## src/rtl/mips_run_ctrl.sv

```systemverilog
// -----------------------------------------------------------------------------
// mips_run_ctrl
//
// Run controller that sits between the clock source and a mips core and
// replaces hand-timed reset sequencing in the bench.
//   - Holds the core in reset for RST_HOLD cycles after a start request.
//   - Optionally issues one mid-run re-reset when the run has lasted REARM_AT
//     cycles. The re-reset lasts REARM_LEN cycles.
//   - Counts run cycles (RUN + REARM) and retired instructions.
//   - Flags program end when STALL_LIMIT consecutive retires land on one PC.
//   - Flags a watchdog timeout when the run reaches TIMEOUT cycles.
//
// Ports
//   clk        in   1      rising-edge clock
//   reset      in   1      synchronous, active-low; clears all state
//   start      in   1      launches a run from IDLE, DONE or TOUT
//   pc         in   PC_W   PC of the retiring instruction
//   pc_valid   in   1      one instruction retires this cycle
//   cpu_reset  out  1      active-high reset to the core (low only in RUN)
//   running    out  1      high only in RUN
//   done       out  1      sticky program-end flag
//   timeout    out  1      sticky watchdog flag
//   cycles     out  CNT_W  cycles spent in RUN + REARM since start
//   retired    out  CNT_W  retires since start or since the last re-reset
//   state      out  3      IDLE=0 HOLD=1 RUN=2 REARM=3 DONE=4 TOUT=5
//
// All outputs are registered. A state change decided at one edge is visible
// on the outputs after that edge.
// -----------------------------------------------------------------------------
module mips_run_ctrl #(
  parameter int PC_W        = 32,
  parameter int CNT_W       = 32,
  parameter int RST_HOLD    = 4,
  parameter int STALL_LIMIT = 8,
  parameter int TIMEOUT     = 100000,
  parameter int REARM_AT    = 0,
  parameter int REARM_LEN   = 15
) (
  input  logic             clk,
  input  logic             reset,
  input  logic             start,
  input  logic [PC_W-1:0]  pc,
  input  logic             pc_valid,
  output logic             cpu_reset,
  output logic             running,
  output logic             done,
  output logic             timeout,
  output logic [CNT_W-1:0] cycles,
  output logic [CNT_W-1:0] retired,
  output logic [2:0]       state
);

  typedef enum logic [2:0] {
    ST_IDLE  = 3'd0,
    ST_HOLD  = 3'd1,
    ST_RUN   = 3'd2,
    ST_REARM = 3'd3,
    ST_DONE  = 3'd4,
    ST_TOUT  = 3'd5
  } state_e;

  localparam logic [CNT_W-1:0] CNT_ZERO       = {CNT_W{1'b0}};
  localparam logic [CNT_W-1:0] CNT_ONE        = CNT_W'(1);
  // Every "last" value is compared against the counter's current value, so the
  // transition fires on the edge that completes the final counted cycle.
  localparam logic [CNT_W-1:0] HOLD_LAST      = CNT_W'(RST_HOLD - 1);
  localparam logic [CNT_W-1:0] REARM_LEN_LAST = CNT_W'(REARM_LEN - 1);
  localparam logic [CNT_W-1:0] TIMEOUT_LAST   = CNT_W'(TIMEOUT - 1);
  localparam logic [CNT_W-1:0] REARM_LAST     = CNT_W'((REARM_AT > 0) ? (REARM_AT - 1) : 0);
  // stall_cnt counts repeats after the first retire at a PC, so the
  // STALL_LIMIT-th retire is the one that finds stall_cnt at STALL_LIMIT-2.
  localparam logic [CNT_W-1:0] STALL_LAST     = CNT_W'(STALL_LIMIT - 2);
  localparam logic             REARM_EN       = (REARM_AT != 0) ? 1'b1 : 1'b0;

  state_e            state_q, state_d;
  logic              cpu_reset_q, cpu_reset_d;
  logic              running_q, running_d;
  logic              done_q, done_d;
  logic              timeout_q, timeout_d;
  logic [CNT_W-1:0]  cycles_q, cycles_d;
  logic [CNT_W-1:0]  retired_q, retired_d;
  // Shared by HOLD and REARM: cycles already spent in the current reset phase.
  logic [CNT_W-1:0]  phase_cnt_q, phase_cnt_d;
  logic [CNT_W-1:0]  stall_cnt_q, stall_cnt_d;
  logic [PC_W-1:0]   last_pc_q, last_pc_d;
  // Set while no instruction has retired since start or since the re-reset;
  // the next retire then loads last_pc unconditionally.
  logic              first_q, first_d;
  logic              rearmed_q, rearmed_d;

  logic              hit_stall;
  logic              hit_tout;
  logic              hit_rearm;

  // Next-state and next-output computation for the run sequencer.
  always_comb begin
    state_d     = state_q;
    done_d      = done_q;
    timeout_d   = timeout_q;
    cycles_d    = cycles_q;
    retired_d   = retired_q;
    phase_cnt_d = phase_cnt_q;
    stall_cnt_d = stall_cnt_q;
    last_pc_d   = last_pc_q;
    first_d     = first_q;
    rearmed_d   = rearmed_q;
    hit_stall   = 1'b0;
    hit_tout    = 1'b0;
    hit_rearm   = 1'b0;

    case (state_q)
      ST_IDLE, ST_DONE, ST_TOUT: begin
        if (start) begin
          state_d     = ST_HOLD;
          done_d      = 1'b0;
          timeout_d   = 1'b0;
          cycles_d    = CNT_ZERO;
          retired_d   = CNT_ZERO;
          phase_cnt_d = CNT_ZERO;
          stall_cnt_d = CNT_ZERO;
          first_d     = 1'b1;
          rearmed_d   = 1'b0;
        end else begin
          state_d     = state_q;
        end
      end

      ST_HOLD: begin
        if (phase_cnt_q == HOLD_LAST) begin
          state_d     = ST_RUN;
          phase_cnt_d = CNT_ZERO;
        end else begin
          phase_cnt_d = phase_cnt_q + CNT_ONE;
        end
      end

      ST_RUN: begin
        cycles_d  = cycles_q + CNT_ONE;
        hit_tout  = (cycles_q == TIMEOUT_LAST);
        hit_rearm = REARM_EN && !rearmed_q && (cycles_q == REARM_LAST);

        if (pc_valid) begin
          retired_d = retired_q + CNT_ONE;
          if (!first_q && (pc == last_pc_q)) begin
            stall_cnt_d = stall_cnt_q + CNT_ONE;
            hit_stall   = (stall_cnt_q == STALL_LAST);
          end else begin
            stall_cnt_d = CNT_ZERO;
            last_pc_d   = pc;
            first_d     = 1'b0;
          end
        end else begin
          retired_d = retired_q;
        end

        // Program end beats the watchdog, and both beat the re-reset.
        if (hit_stall) begin
          state_d = ST_DONE;
          done_d  = 1'b1;
        end else if (hit_tout) begin
          state_d   = ST_TOUT;
          timeout_d = 1'b1;
        end else if (hit_rearm) begin
          state_d     = ST_REARM;
          rearmed_d   = 1'b1;
          phase_cnt_d = CNT_ZERO;
          retired_d   = CNT_ZERO;
          stall_cnt_d = CNT_ZERO;
          first_d     = 1'b1;
        end else begin
          state_d = ST_RUN;
        end
      end

      ST_REARM: begin
        // The run clock keeps going through the re-reset, so the watchdog
        // stays armed; retirement history restarts from scratch.
        cycles_d    = cycles_q + CNT_ONE;
        retired_d   = CNT_ZERO;
        stall_cnt_d = CNT_ZERO;
        first_d     = 1'b1;
        if (cycles_q == TIMEOUT_LAST) begin
          state_d     = ST_TOUT;
          timeout_d   = 1'b1;
          phase_cnt_d = CNT_ZERO;
        end else if (phase_cnt_q == REARM_LEN_LAST) begin
          state_d     = ST_RUN;
          phase_cnt_d = CNT_ZERO;
        end else begin
          phase_cnt_d = phase_cnt_q + CNT_ONE;
        end
      end

      default: begin
        state_d = ST_IDLE;
      end
    endcase

    cpu_reset_d = (state_d != ST_RUN);
    running_d   = (state_d == ST_RUN);
  end

  // State and output registers with synchronous active-low clear.
  always_ff @(posedge clk) begin
    if (!reset) begin
      state_q     <= ST_IDLE;
      cpu_reset_q <= 1'b1;
      running_q   <= 1'b0;
      done_q      <= 1'b0;
      timeout_q   <= 1'b0;
      cycles_q    <= CNT_ZERO;
      retired_q   <= CNT_ZERO;
      phase_cnt_q <= CNT_ZERO;
      stall_cnt_q <= CNT_ZERO;
      last_pc_q   <= {PC_W{1'b0}};
      first_q     <= 1'b1;
      rearmed_q   <= 1'b0;
    end else begin
      state_q     <= state_d;
      cpu_reset_q <= cpu_reset_d;
      running_q   <= running_d;
      done_q      <= done_d;
      timeout_q   <= timeout_d;
      cycles_q    <= cycles_d;
      retired_q   <= retired_d;
      phase_cnt_q <= phase_cnt_d;
      stall_cnt_q <= stall_cnt_d;
      last_pc_q   <= last_pc_d;
      first_q     <= first_d;
      rearmed_q   <= rearmed_d;
    end
  end

  assign cpu_reset = cpu_reset_q;
  assign running   = running_q;
  assign done      = done_q;
  assign timeout   = timeout_q;
  assign cycles    = cycles_q;
  assign retired   = retired_q;
  assign state     = state_q;

endmodule

```

## config.mk

```make
export PLATFORM = sky130hd
export DESIGN_NAME = mips_run_ctrl
export DESIGN_NICKNAME = d
export VERILOG_FILES = /design/src/rtl/mips_run_ctrl.sv
export SDC_FILE = /design/constraint.sdc
export NUM_CORES = 1
export LEC_CHECK = 0
export CAP_MARGIN = 0
export CORE_MARGIN = 8
export CORE_UTILIZATION = 36
export DETAILED_ROUTE_END_ITERATION = 12
export SETUP_SLACK_MARGIN = 0.02
export SYNTH_ARGS = -nofsm -noshare
export SYNTH_HDL_FRONTEND = slang
export SYNTH_SLANG_ARGS = --single-unit
```

## constraint.sdc

```tcl
create_clock -name clk -period 2.6 [get_ports clk]
set_input_delay 0.78 -clock clk [delete_from_list [all_inputs] [get_ports clk]]
set_output_delay 0.78 -clock clk [all_outputs]
set_load 0.02 [all_outputs]
```

==> impl_metrics.json <==
{
  "hpwlAfterDp_um": 15600,
  "drt_iter0_markers": 364,
  "cp_data_required_time_ps": 2960,
  "tns_ps": 0,
  "grt_pass1_wl_um": 36100,
  "grt-ovfl-total": 0,
  "antenna_found_initial": 0,
  "root_buffer": "clkbuf_16",
  "ant_nets": 0,
  "rsz0062_at_grt": "true",
  "max_cap_violations": 0,
  "postPlaceCellArea_um2": 10100,
  "grt_pass1_vias": 7144,
  "numClockSinks": 168,
  "syn_to_final_growth_pct": 29.8,
  "diodes": 0,
  "fin_skew_ps": 11.8,
  "row_count": 55,
  "syn-num-nets": 1043,
  "criticalPathCategory": "in2reg",
  "fillers": 2149,
  "yosys_warnings": 0,
  "synth_area_per_cell_um2": 8.28,
  "regArea_um2": 3360,
  "dieArea_um2": 28100,
  "place.gp.congestion": 0.804,
  "synth_edf_count": 0,
  "cp_slowest_cell": "or4_1",
  "ys.flop_type": "dfxtp_1",
  "hold_viol_final": 0,
  "powerDensity_nw_per_um2": 535,
  "cp-end-kind": "register",
  "cts_buffers": 17,
  "cts_tree": "yes",
  "yosys_register_bits": 168,
  "clk_path_buf_depth": 2,
  "synth_top_cell_area_share": 0.406,
  "relSlewSlack": 0.533,
  "path_max_fanout": 5,
  "multi_input_area_um2": 4720,
  "core_area_um2": 22600,
  "wirelength_um": 21600,
  "numPortBuffers": 106,
  "worst_skew_pair.late_latency_ps": 430,
  "path_clk_slew_ps": 70,
  "cp.arrival_ps": 2850,
  "period_needed_ps": 2490,
  "drc_errors": 0,
  "slowest_delay_ps": 600,
  "num_vias": 7578,
  "ys_seq_area_frac": 0.406,
  "die_h_um": 168,
  "postCtsHoldBufs": 0,
  "tightest_slew_ps": 700,
  "syn_inst": 1001,
  "yosysTopAreaCell": "dfxtp_1",
  "fin_nets": 1191,
  "synth_top_cells_by_count": "dfxtp_1 (168), nand2_1 (130), nor2_1 (121), xnor2_1 (70), nand3_1 (49)",
  "synth_area_um2": 8290,
  "setup_viol_count_final": 0,
  "htreeDepth": 4,
  "grt_usage": 0.154,
  "async_flop_share": 0,
  "start_util": 0.366,
  "dr.pass1.iters": 5,
  "holdCritPathClass": "reg2reg",
  "max_freq_mhz": 402,
  "p_leak_nw": 3.60,
  "die_x_um": 168,
  "status": "finished, final reports clean",
  "ir_drop_mv": 0.381,
  "avgRoutedWirePerCell_um": 14.9,
  "path_cells": "clkdlybuf4s50_1 > nor2b_1 > a2bb2oi_1 > buf_4 > or4_1 > nor4b_2 > o21ai_0 > a21oi_1",
  "post_drt_via_cell_ratio": 5.24,
  "grt_start_max_net_pins": 39,
  "drv_slew": 0,
  "total_power_w": 0.00575,
  "synth.area.top_cells": "dfxtp_1 (41%), xnor2_1 (7.4%), nand2_1 (5.9%)",
  "pin_count": 107,
  "holdWs_ps": 459,
  "fin_area_um2": 10800,
  "cp-start-kind": "input port",
  "drive_gt1_frac": 0.102,
  "ys_types": 61,
  "min_period_over_period": 0.957,
  "yosysMostFrequentCell": "dfxtp_1"
}
[cells in the final DEF (no fill, tap or decap), types with 9 or more instances in the layout]
cell type / instances
dfxtp_1: 168
nand2_1: 130
nor2_1: 120
clkdlybuf4s50_1: 104
xnor2_1: 70
buf_4: 59
nand3_1: 49
nand4_1: 48
nor4_1: 41
xor2_1: 38
a21oi_1: 36
mux2i_1: 33
inv_1: 28
o21ai_0: 28
and3_1: 17
clkbuf_16: 17
nor3_1: 16
and4_1: 12
or3_1: 12
nor2b_1: 9
and2_1: 9
[per-layer routing]
| metal | wire length (µm) | global-route usage |
|---|---|---|
| met4 | 330 | 0.0446 |
| met1 | 10300 | 0.200 |
| met3 | 943 | 0.0397 |
| met5 | 0 | 0 |
| met2 | 10000 | 0.247 |
[kinds of logic after synthesis]
| group | after synthesis | synth area share |
|---|---|---|
| AOI/OAI and AO/OA | 119 | 0.0927 |
| xor gates and xnor gates | 108 | 0.114 |
| adders and majority gates | 6 | 0.00906 |
| buffers and inverters | 68 | 0.0335 |
| DFF | 168 | 0.406 |
| muxes | 33 | 0.0399 |
| and+or+nand+nor | 499 | 0.305 |
[stage by stage]
step / instances / worst slack, ps / util
final: 1447 / 113 / 0.475
after global routing: 1447 / 1.87 / 0.475
after CTS: 1447 / 56.1 / 0.473
after detailed placement: 1415 / -388 / 0.444
after global placement: 1415 / -349 / 0.444
after floorplan: 1001 / 77.8 / -
[final cells by class]
| cell class | instances | share of cell area |
|---|---|---|
| multi-input cells | 765 | 0.439 |
| flip-flops and latches | 168 | 0.313 |
| repair buffers | 168 | 0.145 |
| clock buffers | 22 | 0.0422 |
| well taps | 285 | 0.0332 |
| clock inverters | 10 | 0.0179 |
| inverters | 29 | 0.0101 |
[path summary, 6_finish.rpt]
| path | start | end | slack (ps) | cells past startpoint |
|---|---|---|---|---|
| worst max-delay path | start | stall_cnt_q[15]$_SDFFE_PN0P_ | 110 | 8 |
| worst min-delay path | last_pc_q[19]$_SDFFE_PN0P_ | last_pc_q[19]$_SDFFE_PN0P_ | 460 | 2 |
| worst max register to register | phase_cnt_q[0]$_SDFFE_PN0P_ | phase_cnt_q[15]$_SDFFE_PN0P_ | 250 | 8 |
| worst min register to register | last_pc_q[19]$_SDFFE_PN0P_ | last_pc_q[19]$_SDFFE_PN0P_ | 460 | 2 |
[power breakdown]
part / switching (W) / internal [W]
Sequential: 0.00000963 / 0.00258
Clock: 0.00107 / 0.00174
Combinational: 0.000185 / 0.000161
Total: 0.00127 / 0.00448
[worst max-delay path, delay by kind of cell]
| family | cells | cell delay [ps] |
|---|---|---|
| AO/OA/AOI/OAI | 3 | 390 |
| buffers and inverters | 2 | 670 |
| AND/OR/NAND/NOR | 3 | 1000 |
[state kept, by name (all words and copies together) (netlist names)]
| name | count |
|---|---|
| stall_cnt_q | 32 |
| retired | 32 |
| cycles | 32 |
| cpu_reset | 1 |
| state | 3 |
| last_pc_q | 32 |
| timeout | 1 |
| first_q | 1 |
| done | 1 |
| running | 1 |
| phase_cnt_q | 32 |
[timing repair]
action / CTS / global route
endpoints found under the setup margin: 0 / 88
gates resized for setup: 0 / 12
setup buffers: 0 / 0
No activity file was read; power rests on OpenSTA's default activity.
